===== src/rtl/divuint_if.sv =====
// divuint_if: start/operand and result/status signals of the unsigned divider
interface divuint_if #(parameter int WIDTH = 10);
    logic             enable;
    logic [WIDTH-1:0] a;
    logic [WIDTH-1:0] b;
    logic             busy;
    logic             done;
    logic             valid;
    logic [WIDTH-1:0] quotient;
    logic [WIDTH-1:0] remainder;
    logic             div_by_zero;
    modport master (
        output enable, a, b,
        input  busy, done, valid, quotient, remainder, div_by_zero
    );
    modport slave (
        input  enable, a, b,
        output busy, done, valid, quotient, remainder, div_by_zero
    );
endinterface


===== src/rtl/divuint.sv =====
// divuint: restoring shift-subtract unsigned divider, one quotient bit per clock; DIVUINT_EARLY_DIV0_EN finishes b==0 in one cycle
module divuint #(parameter int WIDTH = 10) (
    input logic      clk,
    input logic      rst,
    divuint_if.slave bus
);
    localparam int CW = $clog2(WIDTH + 1);
    typedef enum logic {IDLE, RUN} state_t;
    state_t           state;
    logic [WIDTH-1:0] bcopy;
    logic [WIDTH-1:0] rem;
    logic [WIDTH-1:0] qsh;
    logic [CW-1:0]    cnt;
    logic [WIDTH:0]   shifted;
    logic [WIDTH:0]   trial;
    logic [WIDTH-1:0] rem_nx;
    logic [WIDTH-1:0] qsh_nx;
    // one restoring step; the partial remainder always stays below the divisor so WIDTH bits hold it
    always_comb begin
        shifted = {rem, qsh[WIDTH-1]};
        trial   = shifted - {1'b0, bcopy};
        rem_nx  = trial[WIDTH] ? shifted[WIDTH-1:0] : trial[WIDTH-1:0];
        qsh_nx  = {qsh[WIDTH-2:0], ~trial[WIDTH]};
    end
    // control FSM with registered results; a start always wins over work in flight
    always_ff @(posedge clk or negedge rst) begin
        if (!rst) begin
            state           <= IDLE;
            bcopy           <= '0;
            rem             <= '0;
            qsh             <= '0;
            cnt             <= '0;
            bus.busy        <= 1'b0;
            bus.done        <= 1'b0;
            bus.valid       <= 1'b0;
            bus.quotient    <= '0;
            bus.remainder   <= '0;
            bus.div_by_zero <= 1'b0;
        end else begin
            bus.done <= 1'b0;
            if (bus.enable) begin
                bcopy     <= bus.b;
                rem       <= '0;
                qsh       <= bus.a;
                cnt       <= '0;
                bus.valid <= 1'b0;
                bus.busy  <= 1'b1;
                state     <= RUN;
            end else if (state == RUN) begin
`ifdef DIVUINT_EARLY_DIV0_EN
                if (bcopy == '0) begin
                    bus.quotient    <= '1;
                    bus.remainder   <= qsh;
                    bus.div_by_zero <= 1'b1;
                    bus.done        <= 1'b1;
                    bus.valid       <= 1'b1;
                    bus.busy        <= 1'b0;
                    state           <= IDLE;
                end else
`endif
                begin
                    rem <= rem_nx;
                    qsh <= qsh_nx;
                    cnt <= cnt + CW'(1);
                    if (cnt == CW'(WIDTH - 1)) begin
                        bus.quotient    <= qsh_nx;
                        bus.remainder   <= rem_nx;
                        bus.div_by_zero <= (bcopy == '0);
                        bus.done        <= 1'b1;
                        bus.valid       <= 1'b1;
                        bus.busy        <= 1'b0;
                        state           <= IDLE;
                    end
                end
            end
        end
    end
endmodule


===== src/flat_wrapper.sv =====
// flat-port wrapper written by rule: the top's interface ports become plain ports
module divuint_flat 
#(parameter int WIDTH = 10)
  (clk, rst, bus_enable, bus_a, bus_b, bus_busy, bus_done, bus_valid, bus_quotient, bus_remainder, bus_div_by_zero);
  divuint_if #(.WIDTH(WIDTH)) bus_i ();
  input logic clk;
  input logic rst;
  input wire logic [$bits(bus_i.enable)-1:0] bus_enable;
  input wire logic [$bits(bus_i.a)-1:0] bus_a;
  input wire logic [$bits(bus_i.b)-1:0] bus_b;
  output wire logic [$bits(bus_i.busy)-1:0] bus_busy;
  output wire logic [$bits(bus_i.done)-1:0] bus_done;
  output wire logic [$bits(bus_i.valid)-1:0] bus_valid;
  output wire logic [$bits(bus_i.quotient)-1:0] bus_quotient;
  output wire logic [$bits(bus_i.remainder)-1:0] bus_remainder;
  output wire logic [$bits(bus_i.div_by_zero)-1:0] bus_div_by_zero;
  assign bus_i.enable = bus_enable;
  assign bus_i.a = bus_a;
  assign bus_i.b = bus_b;
  assign bus_busy = bus_i.busy;
  assign bus_done = bus_i.done;
  assign bus_valid = bus_i.valid;
  assign bus_quotient = bus_i.quotient;
  assign bus_remainder = bus_i.remainder;
  assign bus_div_by_zero = bus_i.div_by_zero;
  divuint #(.WIDTH(WIDTH)) u_core (.clk(clk), .rst(rst), .bus(bus_i));
endmodule

===== config.mk =====
export PLATFORM = sky130hd
export DESIGN_NAME = divuint_flat
export DESIGN_NICKNAME = d
export VERILOG_FILES = /design/src/rtl/divuint_if.sv /design/src/rtl/divuint.sv /design/src/flat_wrapper.sv
export SDC_FILE = /design/constraint.sdc
export NUM_CORES = 1
export LEC_CHECK = 0
export ABC_AREA = 1
export CORE_MARGIN = 3
export CORE_UTILIZATION = 35
export DETAILED_ROUTE_END_ITERATION = 10
export DONT_BUFFER_PORTS = 1
export PLACE_DENSITY_LB_ADDON = 0.1
export SYNTH_ARGS = -nofsm -noshare
export SYNTH_HDL_FRONTEND = slang
export SYNTH_SLANG_ARGS = --single-unit

===== constraint.sdc =====
create_clock -name clk -period 2 [get_ports clk]
set_input_delay 0.3 -clock clk [delete_from_list [all_inputs] [get_ports clk]]
set_output_delay 0.3 -clock clk [all_outputs]
set_load 0.1 [all_outputs]

==> qor.yml, run 1 <==
outcome: "completed"
syn-cell-area_um2: 3060
fill_cells: 859
min_period_ns: 1.86
clkTransAtPathRegs_ns: 0.07
syn-num-nets: 407
placed_cell_area_um2: 3410
pwr-share-seq_pct: 33.1
crit_buf_inv: 2
synthCells: 371
htreeDepth: 3
cp_top_family: "adder cells"
drive_above_1_share_pct: 21.6
synth.distinct_cells: 36
worstSetupPathType: "reg2reg"
crit_path_end_kind: "flip-flop"
final_cells: 521
areaGrowthSynthToFinish_pct: 23.4
synth_warnings: 0
drc: 0
hold_path_class: "in2reg"
ant_nets: 0
cts_sinks: 59
drt_iter0_drc: 112
switching_share_pct: 40.3
met2_length_mm: 3.72
drv_slew: 0
wl_met1_mm: 3.57
boundaryPins: 47
slew_headroom_pct: 78.3
cp-start-kind: "flip-flop"
wl_mm: 7.78
avgSynthCellArea_um2: 8.26
vias: 2486
fp.dieW_um: 99.6
final_area_um2: 3780
grt_max_degree: 60
dpl.cell_count: 502
dp_worst_setup_slack_ns: -0.0161
comb_power_share_pct: 41.9
fp.coreArea_um2: 8340
grt.total_usage_pct: 16.9
worstSkewPairLatency_ns: 0.33
max_cap_viol_count: 0
cpMaxStageDelayCell: "dfrtp_1"
async_flop_share_pct: 100
clk_path_buf_depth: 2
antennaDiodeCount: 0
powerDensity_nw_per_um2: 1160
hold_viol: 0
start_util_pct: 36.7
drt-pass1-iter-count: 5
synth_ff_type: "dfrtp_1"
synth-edff-count: 0
p_int_mw: 2.62
grt_pass1_wl_mm: 13.1
ir_drop_uv: 419
cts_tree: "yes"
max_stage_delay_ns: 0.38
yosysSeqAreaShare_pct: 48.2
p_sw_mw: 1.77
crit_fanout: 11
place_hpwl_mm: 5.48
setup_violations: 0
tightest_slew_ns: 0.322
setup_slack_ns: 0.144
placement_rows: 33
fin_hold_ws_ns: 0.0306
ys_ff_latch: 59
wl_met3_um: 321
grt.overflow.total: 0
gp_congestion: 0.812
cp_common_cell: "nand3_2"
path_cells: "ha_1 -> fa_2 -> inv_2 -> nand3_2 -> nand4_4 -> buf_6 -> nand3b_1 -> nand3_2 -> nand2_1"
r2r_slack_ns: 0.14
clock.fmax_ghz: 0.539
io_buffers: 0
ctsRootBufferMaster: "clkbuf_8"
period_share_pct: 92.8
cts_inserted_buffers: 9
routedWlPerCell_um: 14.9
nNetsFinal: 447
post_drt_via_cell_ratio: 4.77
top_layer: "met4"
cp.required_ns: 2.23
die_area_um2: 9910
p_clk_share_pct: 24.9
die_h_um: 99.6
p_leak_nw: 1.95
antenna_found_initial: 0
worstPathArrival_ns: 2.08
fin_worst_skew_ns: 0.00617
first_global_vias: 2658
cell usage in the layout, fill, tap and decap left out, drive strengths merged:
cell type	Yosys	final
and3	1	1
ha	12	12
a31oi	1	1
o21ai	21	21
nand2	131	131
clkbuf	2	12
xor2	3	3
nor3	1	1
nand3	32	32
a21oi	8	8
inv	43	43
bufinv	0	1
clkinvlp	0	2
o211ai	1	1
o221ai	7	7
nand3b	7	7
xnor2	2	2
dfrtp	59	59
nor2	19	19
o22ai	1	1
nand4	3	3
nor4	2	2
buf	11	41
fa	1	1
clkinv	1	2
dlygate4sd3	0	1
a22oi	2	2
final cells by class:
class,count,area [um^2],area share [%]
inverters,44,165,4.37
flip-flops and latches,59,1480,39.1
clock inverters,4,50.0,1.32
multi-input cells,255,1470,38.8
repair buffers,42,345,9.14
well taps,105,131,3.48
clock buffers,12,145,3.84
synth_stat cells (2+ instances only):
library cell    n  area [um^2]
a21oi_1         7         35.0
a22oi_1         2         15.0
buf_1           2         7.51
buf_2           6         30.0
clkbuf_1        2         7.51
dfrtp_1        59         1480
ha_1           12          150
inv_1          41          154
inv_2           2         7.51
nand2_1       119          447
nand2_2        12         75.1
nand3_1        30          150
nand3_2         2         20.0
nand3b_1        7         52.6
nand4_1         2         12.5
nor2_1         15         56.3
nor2_2          2         12.5
nor2_4          2         22.5
nor4_1          2         12.5
o21ai_0        12         60.1
o21ai_1         9         45.0
o221ai_1        7         61.3
xnor2_1         2         17.5
xor2_1          3         26.3
flip-flops by register name (all words and copies together) (netlist names), 4 cells and up:
| register | flops |
|---|---|
| u_core.bcopy | 10 |
| u_core.bus.quotient | 10 |
| u_core.bus.remainder | 10 |
| u_core.qsh | 10 |
| u_core.rem | 10 |
| u_core.cnt | 4 |
logic make-up after synthesis:
group / synth area share, %
fa+ha+maj: 5.55
buf+inv: 7.96
compound gates: 8.00
flops: 48.2
simple gates: 28.9
xor+xnor: 1.43
power groups by stage:
stage / combinational, mW / sequential (mW) / clock [mW]
after detailed placement: 1.63 / 1.46 / 0
after global placement: 1.63 / 1.46 / 0
after global routing: 2.07 / 1.47 / 1.17
after floorplan: 1.10 / 1.63 / 0
final: 1.84 / 1.45 / 1.09
after CTS: 1.68 / 1.44 / 1.13
worst reg2reg max path, stage by stage (launching register included):
cell and delay, ns:
dfrtp_1 0.38, ha_1 0.21, fa_2 0.37, inv_2 0.08
nand3_2 0.12, nand4_4 0.13, buf_6 0.17, nand3b_1 0.13
nand3_2 0.11, nand2_1 0.05
worst paths after layout:
path	endpoint	startpoint	cells after the start
setup / recovery	u_core.bus.remainder[8]	u_core.bcopy[0]	9
max in group asynchronous	u_core.bus.valid	rst	2
hold / removal	u_core.cnt[3]	bus_enable	1
hold reg to reg	u_core.bus.remainder[9]	u_core.bus.remainder[9]	2
setup reg to reg	u_core.bus.remainder[8]	u_core.bcopy[0]	9
min in group asynchronous	u_core.rem[9]	rst	2
repair_timing:
item / 4_1_cts / 5_1_grt
resized for setup: 1 / 21
hold buffers: 2 / 0
endpoints found under the hold margin: 59 / 0
endpoints found under the setup margin: 5 / 21
setup buffers: 0 / 1
pin swaps: 0 / 4
layer usage:
| layer | GRT usage [%] | up-vias |
|---|---|---|
| met5 | 0 | - |
| met4 | 7.25 | 0 |
| met3 | 4.28 | 11 |
| met2 | 26.6 | 47 |
| met1 | 22.0 | 1157 |
| li1 | - | 1271 |
per-stage QoR:
stage	power, mW	setup TNS (ns)	utilization [%]
2_1_floorplan	2.74	0	-
3_3_place_gp	3.09	0	40.9
3_5_place_dp	3.09	-0.0161	40.9
4_1_cts	4.25	0	43.7
5_1_grt	4.71	-0.00508	45.3
6_report	4.39	0	45.3
Power figures use the tool's default switching activity.
==> inputs of run 2 (changes only) <==
- ABC_AREA: 1 -> unset
- CORE_ASPECT_RATIO: unset -> 0.75
- RECOVER_POWER: unset -> 50
==> qor.yml, run 2 <==
cp-start-kind: "flip-flop"
synth.largest_area_cell: "dfrtp_1"
synth.distinct_cells: 45  # +25%
fin_worst_skew_ns: 0.00452  # -0.00165 ns
areaGrowthSynthToFinish_pct: 39.2
cts_sinks: 59  # unchanged
slew_headroom_pct: 12.0  # -66 points
post_drt_via_cell_ratio: 5.04  # +5.7%
grt_max_degree: 60  # unchanged
routedWlPerCell_um: 16.1  # +8.1%
setup_slack_ns: -0.220  # -0.364 ns
ant_nets: 0  # unchanged
mostFrequentLayoutCells: "67 x buf_4, 59 x dfrtp_1, 56 x nand2_1"
synth_top_area_share_pct: 47.9  # -0.23 points
ctsRootBufferMaster: "clkbuf_16"
die_h_um: 87.2  # -12%
yosysSeqAreaShare_pct: 47.9  # -0.23 points
hold_viol: 0  # unchanged
violations: "negative setup slack"
grt.overflow.total: 0  # unchanged
die_area_um2: 9970  # +0.58%
async_flop_share_pct: 100  # unchanged
clkTransAtPathRegs_ns: 0.05  # -0.02 ns
antennaDiodeCount: 0  # unchanged
hold_path_class: "in2reg"
powerDensity_nw_per_um2: 1110  # -4.3%
syn-cell-area_um2: 3080  # +0.49%
ir_drop_uv: 465  # +11%
gp_congestion: 0.872  # +7.3%
antenna_found_initial: 0  # unchanged
p_int_mw: 3.07  # +17%
layout_commonest_cell: "buf_4"
fp.dieW_um: 114  # +15%
syn-num-nets: 360  # -12%
nNetsFinal: 435  # -2.7%
period_share_pct: 111  # +18 points
min_period_ns: 2.22  # +0.364 ns
drv_slew: 0  # unchanged
vias: 2566  # +3.2%
io_buffers: 0  # unchanged
synth_warnings: 0  # unchanged
worstSetupPathType: "reg2reg"
crit_fanout: 5  # -6
clk_path_buf_depth: 2  # unchanged
switching_share_pct: 35.5  # -4.8 points
synth_common_cells: "59 x dfrtp_1, 57 x nand2_1, 29 x nor2_1"
boundaryPins: 47  # unchanged
place_hpwl_mm: 5.67  # +3.4%
max_cap_viol_count: 0  # unchanged
htreeDepth: 3  # unchanged
setup_violations: 21  # +21
first_global_vias: 2474  # -6.9%
wl_mm: 8.21  # +5.6%
worstPathArrival_ns: 2.45  # +0.37 ns
drc: 0  # unchanged
tightest_slew_ns: 1.32  # +0.997 ns
dp_worst_setup_slack_ns: -0.221  # -0.205 ns
cts_inserted_buffers: 9  # unchanged
grt_pass1_wl_mm: 13.1  # unchanged
worstSkewPairLatency_ns: 0.33  # about the same
synthCells: 324  # -13%
avgSynthCellArea_um2: 9.50  # +15%
synth-edff-count: 0  # unchanged
drt_iter0_drc: 123  # +9.8%
p_clk_share_pct: 32.7  # +7.8 points
ys_ff_latch: 59  # unchanged
cts_tree: "yes"
drt-pass1-iter-count: 4  # -1
placement_rows: 28  # -15%
grt.total_usage_pct: 17.0  # +0.18 points
clock.fmax_ghz: 0.450  # -16%
p_leak_nw: 2.08  # +6.7%
crit_path_end_kind: "flip-flop"
cp.required_ns: 2.23  # about the same
p_sw_mw: 1.69  # -4.5%
comb_power_share_pct: 37.2  # -4.7 points
timing.setup.tns_ns: -2.16  # -2.16 ns
synth_ff_type: "dfrtp_1"
outcome: "finished with violations"
pwr-share-seq_pct: 30.1  # -3.0 points
start_util_pct: 37.6  # +0.82 points
r2r_slack_ns: -0.22  # -0.36 ns
yosysMostFrequentCell: "dfrtp_1"
rsz0062_at_grt: "yes"
drive_above_1_share_pct: 35.9  # +14 points
fp.coreArea_um2: 8200  # -1.7%
synthTopCellsByArea: "dfrtp_1 48%, nand2_1 6.9%, ha_1 4.9%"
==> run 2: changes by cell type in the layout (fill, tap and decap cells not counted), sizes merged, moves of 4 or more <==
cell and change:
and3 +4, nor2 +10, nand3b -4, nand2 -74, mux2i +9, inv -25
a31oi +12, clkbuf +5, a311oi +8, o221ai -6, nand3 -20, o21ai +11
buf +33
==> run 2: metrics by stage <==
stage | area (um^2) | util [%] | total power, mW | std cells | hold slack, ns
2_1_floorplan | 3130 | - | 2.48 | 324 | 0.00441
6_report | 4290 | 52.3 | 4.76 | 509 | 0.0392
4_1_cts | 4200 | 51.3 | 4.69 | 507 | 0.0172
3_5_place_dp | 3740 | 45.6 | 2.97 | 483 | 0.00691
5_1_grt | 4290 | 52.3 | 5.00 | 509 | 0.0227
3_3_place_gp | 3740 | 45.6 | 2.96 | 483 | 0.00680
==> run 2: repair_timing <==
action	CTS	global route
setup endpoints to repair	22	22
hold buffers	2	0
gates cloned	1	0
pin swaps	10	9
gates resized for setup	17	18
hold endpoints to repair	59	0
setup buffers	5	2
==> run 2: path summary, 6_finish.rpt <==
path,from,to,depth (start not counted)
min in group asynchronous,rst,u_core.rem[7],2
worst min register to register,u_core.bus.quotient[8],u_core.bus.quotient[8],2
worst max register to register,u_core.rem[5],u_core.rem[0],7
worst min-delay path,bus_enable,u_core.rem[2],1
worst max-delay path,u_core.rem[5],u_core.rem[0],7
max in group asynchronous,rst,u_core.bcopy[9],2
==> run 2: worst max-delay path, cell delays in order (launching register included) <==
cell	delay, ns
dfrtp_1	0.41
ha_1	0.32
a31oi_1	0.24
a31oi_2	0.17
buf_4	0.18
and3_4	0.20
or3_4	0.38
a311oi_2	0.23
==> run 2: power groups by stage <==
| stage | Sequential (mW) | Combinational [mW] | Clock [mW] |
|---|---|---|---|
| floorplan | 1.67 | 0.811 | 0 |
| global placement | 1.44 | 1.52 | 0 |
| detailed placement | 1.44 | 1.53 | 0 |
| CTS | 1.43 | 1.67 | 1.59 |
| global route | 1.45 | 1.92 | 1.63 |
| finish | 1.43 | 1.77 | 1.55 |
==> run 2: routing by layer <==
metal | track usage [%] | up-vias | part of all wire [%]
li1 | - | 1283 | -
met1 | 26.8 | 1218 | 53
met2 | 22.0 | 57 | 40
met3 | 5.21 | 8 | 5.5
met4 | 4.96 | 0 | 1.0
met5 | 0 | - | 0
==> run 2: cell type report <==
class | count | area (um^2)
clock inverters | 6 | 63.8
well taps | 105 | 131
inverters | 17 | 63.8
flip-flops and latches | 59 | 1480
clock buffers | 10 | 239
multi-input cells | 230 | 1660
fillers | 745 | 3910
repair buffers | 82 | 656
==> run 2: cell families (layout without fill, tap and decap cells) <==
| family | Yosys count | after routing | share of synthesized area [%] |
|---|---|---|---|
| simple gates | 122 | 123 | 17.9 |
| compound gates | 75 | 75 | 18.0 |
| flops | 59 | 59 | 47.9 |
| buf+inv | 36 | 115 | 4.79 |
| fa+ha+maj | 13 | 13 | 5.53 |
| mux | 10 | 10 | 3.29 |
| xor+xnor | 9 | 9 | 2.56 |
==> inputs of run 3 (changes only) <==
- PLACE_DENSITY: unset -> 0.48
- PLACE_DENSITY_LB_ADDON: 0.1 -> unset
==> qor.yml, run 3 (same netlist as run 2, synthesis figures left out) <==
drt_iter0_drc: 107  # -13%
grt_max_degree: 60  # unchanged
timing.rr.start: "u_core.qsh[9]"
placed_cell_area_um2: 3710  # -0.87%
grt_pass1_wl_mm: 13.1  # +0.11%
cp.required_ns: 2.23  # about the same
p_leak_nw: 2.06  # -0.86%
tightest_slew_ns: 1.37  # +0.0499 ns
final_area_um2: 4210  # -1.9%
drive_above_1_share_pct: 33.3  # -2.6 points
start_util_pct: 37.6  # unchanged
hold_path_depth: 1  # unchanged
hold_viol: 0  # unchanged
clock.fmax_ghz: 0.459  # +1.9%
areaGrowthSynthToFinish_pct: 36.6
wl_mm: 8.13  # -0.95%
power.total_mw: 4.68  # -1.8%
slew_headroom_pct: 8.70  # -3.3 points
crit_path_end_kind: "flip-flop"
fp.coreArea_um2: 8200  # unchanged
endpoint: "u_core.rem[6]"
max_cap_viol_count: 0  # unchanged
cts_sinks: 59  # unchanged
clkTransAtPathRegs_ns: 0.05  # about the same
htreeDepth: 3  # unchanged
cp-start-kind: "flip-flop"
hold_path_class: "in2reg"
dp_worst_setup_slack_ns: -0.223  # -0.00160 ns
crit_fanout: 2  # -3
fin_util_pct: 51.3  # -0.98 points
outcome: "finished with violations"
mostFrequentLayoutCells: "71 x buf_4, 59 x dfrtp_1, 56 x nand2_1"
layout_commonest_cell: "buf_4"
grt.overflow.total: 0  # unchanged
setup_violations: 22  # +4.8%
path_cells: "inv_1 -> ha_2 -> fa_2 -> nor2b_4 -> o2111ai_4 -> buf_4 -> nand3b_1 -> xor2_1 -> nand3_2 -> a311oi_2"
worstSkewPairLatency_ns: 0.33  # about the same
reg2reg_depth: 10  # +3
cts_tree: "yes"
setup_slack_ns: -0.179  # +0.0414 ns
r2r_slack_ns: -0.18  # +0.04 ns
max_stage_delay_ns: 0.37  # -0.04 ns
min_period_ns: 2.18  # -0.0414 ns
fin_worst_skew_ns: 0.00684  # +0.00232 ns
regToRegEndpoint: "u_core.rem[6]"
boundaryPins: 47  # unchanged
die_area_um2: 9970  # unchanged
rsz0062_at_grt: "yes"
gp_congestion: 0.795  # -8.8%
cpMaxStageDelayCell: "fa_2"
violations: "negative setup slack"
drc: 0  # unchanged
vias: 2547  # -0.74%
worstSetupPathType: "reg2reg"
drv_slew: 0  # unchanged
clk_path_buf_depth: 2  # unchanged
fp.dieW_um: 114  # unchanged
antenna_found_initial: 0  # unchanged
ir_drop_uv: 617  # +33%
fin_hold_ws_ns: 0.0349  # -0.00435 ns
first_global_vias: 2497  # +0.93%
routedWlPerCell_um: 16.0  # -0.75%
cts_inserted_buffers: 9  # unchanged
ctsRootBufferMaster: "clkbuf_16"
antennaDiodeCount: 0  # unchanged
die_h_um: 87.2  # unchanged
powerDensity_nw_per_um2: 1110  # about the same
crit_path_start: "u_core.qsh[9]"
period_share_pct: 109  # -2.1 points
worstPathArrival_ns: 2.41  # -0.04 ns
ant_nets: 0  # unchanged
nNetsFinal: 434  # -0.23%
place_hpwl_mm: 5.58  # -1.5%
io_buffers: 0  # unchanged
placement_rows: 28  # unchanged
grt.total_usage_pct: 17.1  # +0.10 points
drt-pass1-iter-count: 4  # unchanged
post_drt_via_cell_ratio: 5.01  # -0.55%
==> run 3: metal layers <==
| layer | global-route usage (%) | share of wire [%] | vias up | wire length [um] |
|---|---|---|---|---|
| li1 | - | - | 1276 | - |
| met1 | 25.8 | 52 | 1207 | 4250 |
| met2 | 23.6 | 42 | 58 | 3410 |
| met3 | 5.49 | 5.2 | 6 | 423 |
| met4 | 4.21 | 0.65 | 0 | 53 |
| met5 | 0 | 0 | - | 0 |
==> run 3: how the worst min path moves through the flow <==
stage / slack (ns) / to / start
after floorplan: 0.004 / u_core.bcopy[0] / rst
after global placement: 0.006 / u_core.bcopy[6] / rst
after detailed placement: 0.006 / u_core.bcopy[6] / rst
after CTS: 0.02 / u_core.rem[6] / bus_enable
after global routing: 0.03 / u_core.rem[6] / bus_enable
final: 0.03 / u_core.rem[6] / bus_enable
==> run 3: cell type report <==
class / instances / area [um^2]
Clock inverter: 2 / 35.0
Clock buffer: 14 / 254
Multi-Input combinational cell: 230 / 1610
Sequential cell: 59 / 1480
Tap cell: 105 / 131
Timing Repair Buffer: 81 / 634
Inverter: 17 / 63.8
Fill cell: 798 / 3990
==> run 3: worst max-delay path: cells and delay by family (launching register included) <==
| kind | cells | cell delay, ns |
|---|---|---|
| fa+ha+maj | 2 | 0.56 |
| compound gates | 2 | 0.41 |
| flops | 1 | 0.34 |
| simple gates | 3 | 0.36 |
| xor+xnor | 1 | 0.18 |
| buf+inv | 2 | 0.22 |
==> run 3: through the flow <==
step                instances  setup TNS [ns]
floorplan                 324          -0.498
global placement          482           -2.49
detailed placement        482           -3.26
CTS                       503           -2.46
global route              508           -4.88
finish                    508           -2.44
==> run 3: where the power goes <==
part / leakage, nW / switching, mW / internal [mW]
Clock: 0.141 / 0.521 / 0.997
Combinational: 1.15 / 0.985 / 0.760
Sequential: 0.768 / 0.0910 / 1.32
==> run 3: what timing repair did <==
item	4_1_cts	5_1_grt
hold buffers	2	0
setup buffers	2	5
hold endpoints to repair	59	0
setup endpoints to repair	22	22
gates resized for setup	16	12
pin swaps	4	5
gates cloned	1	0
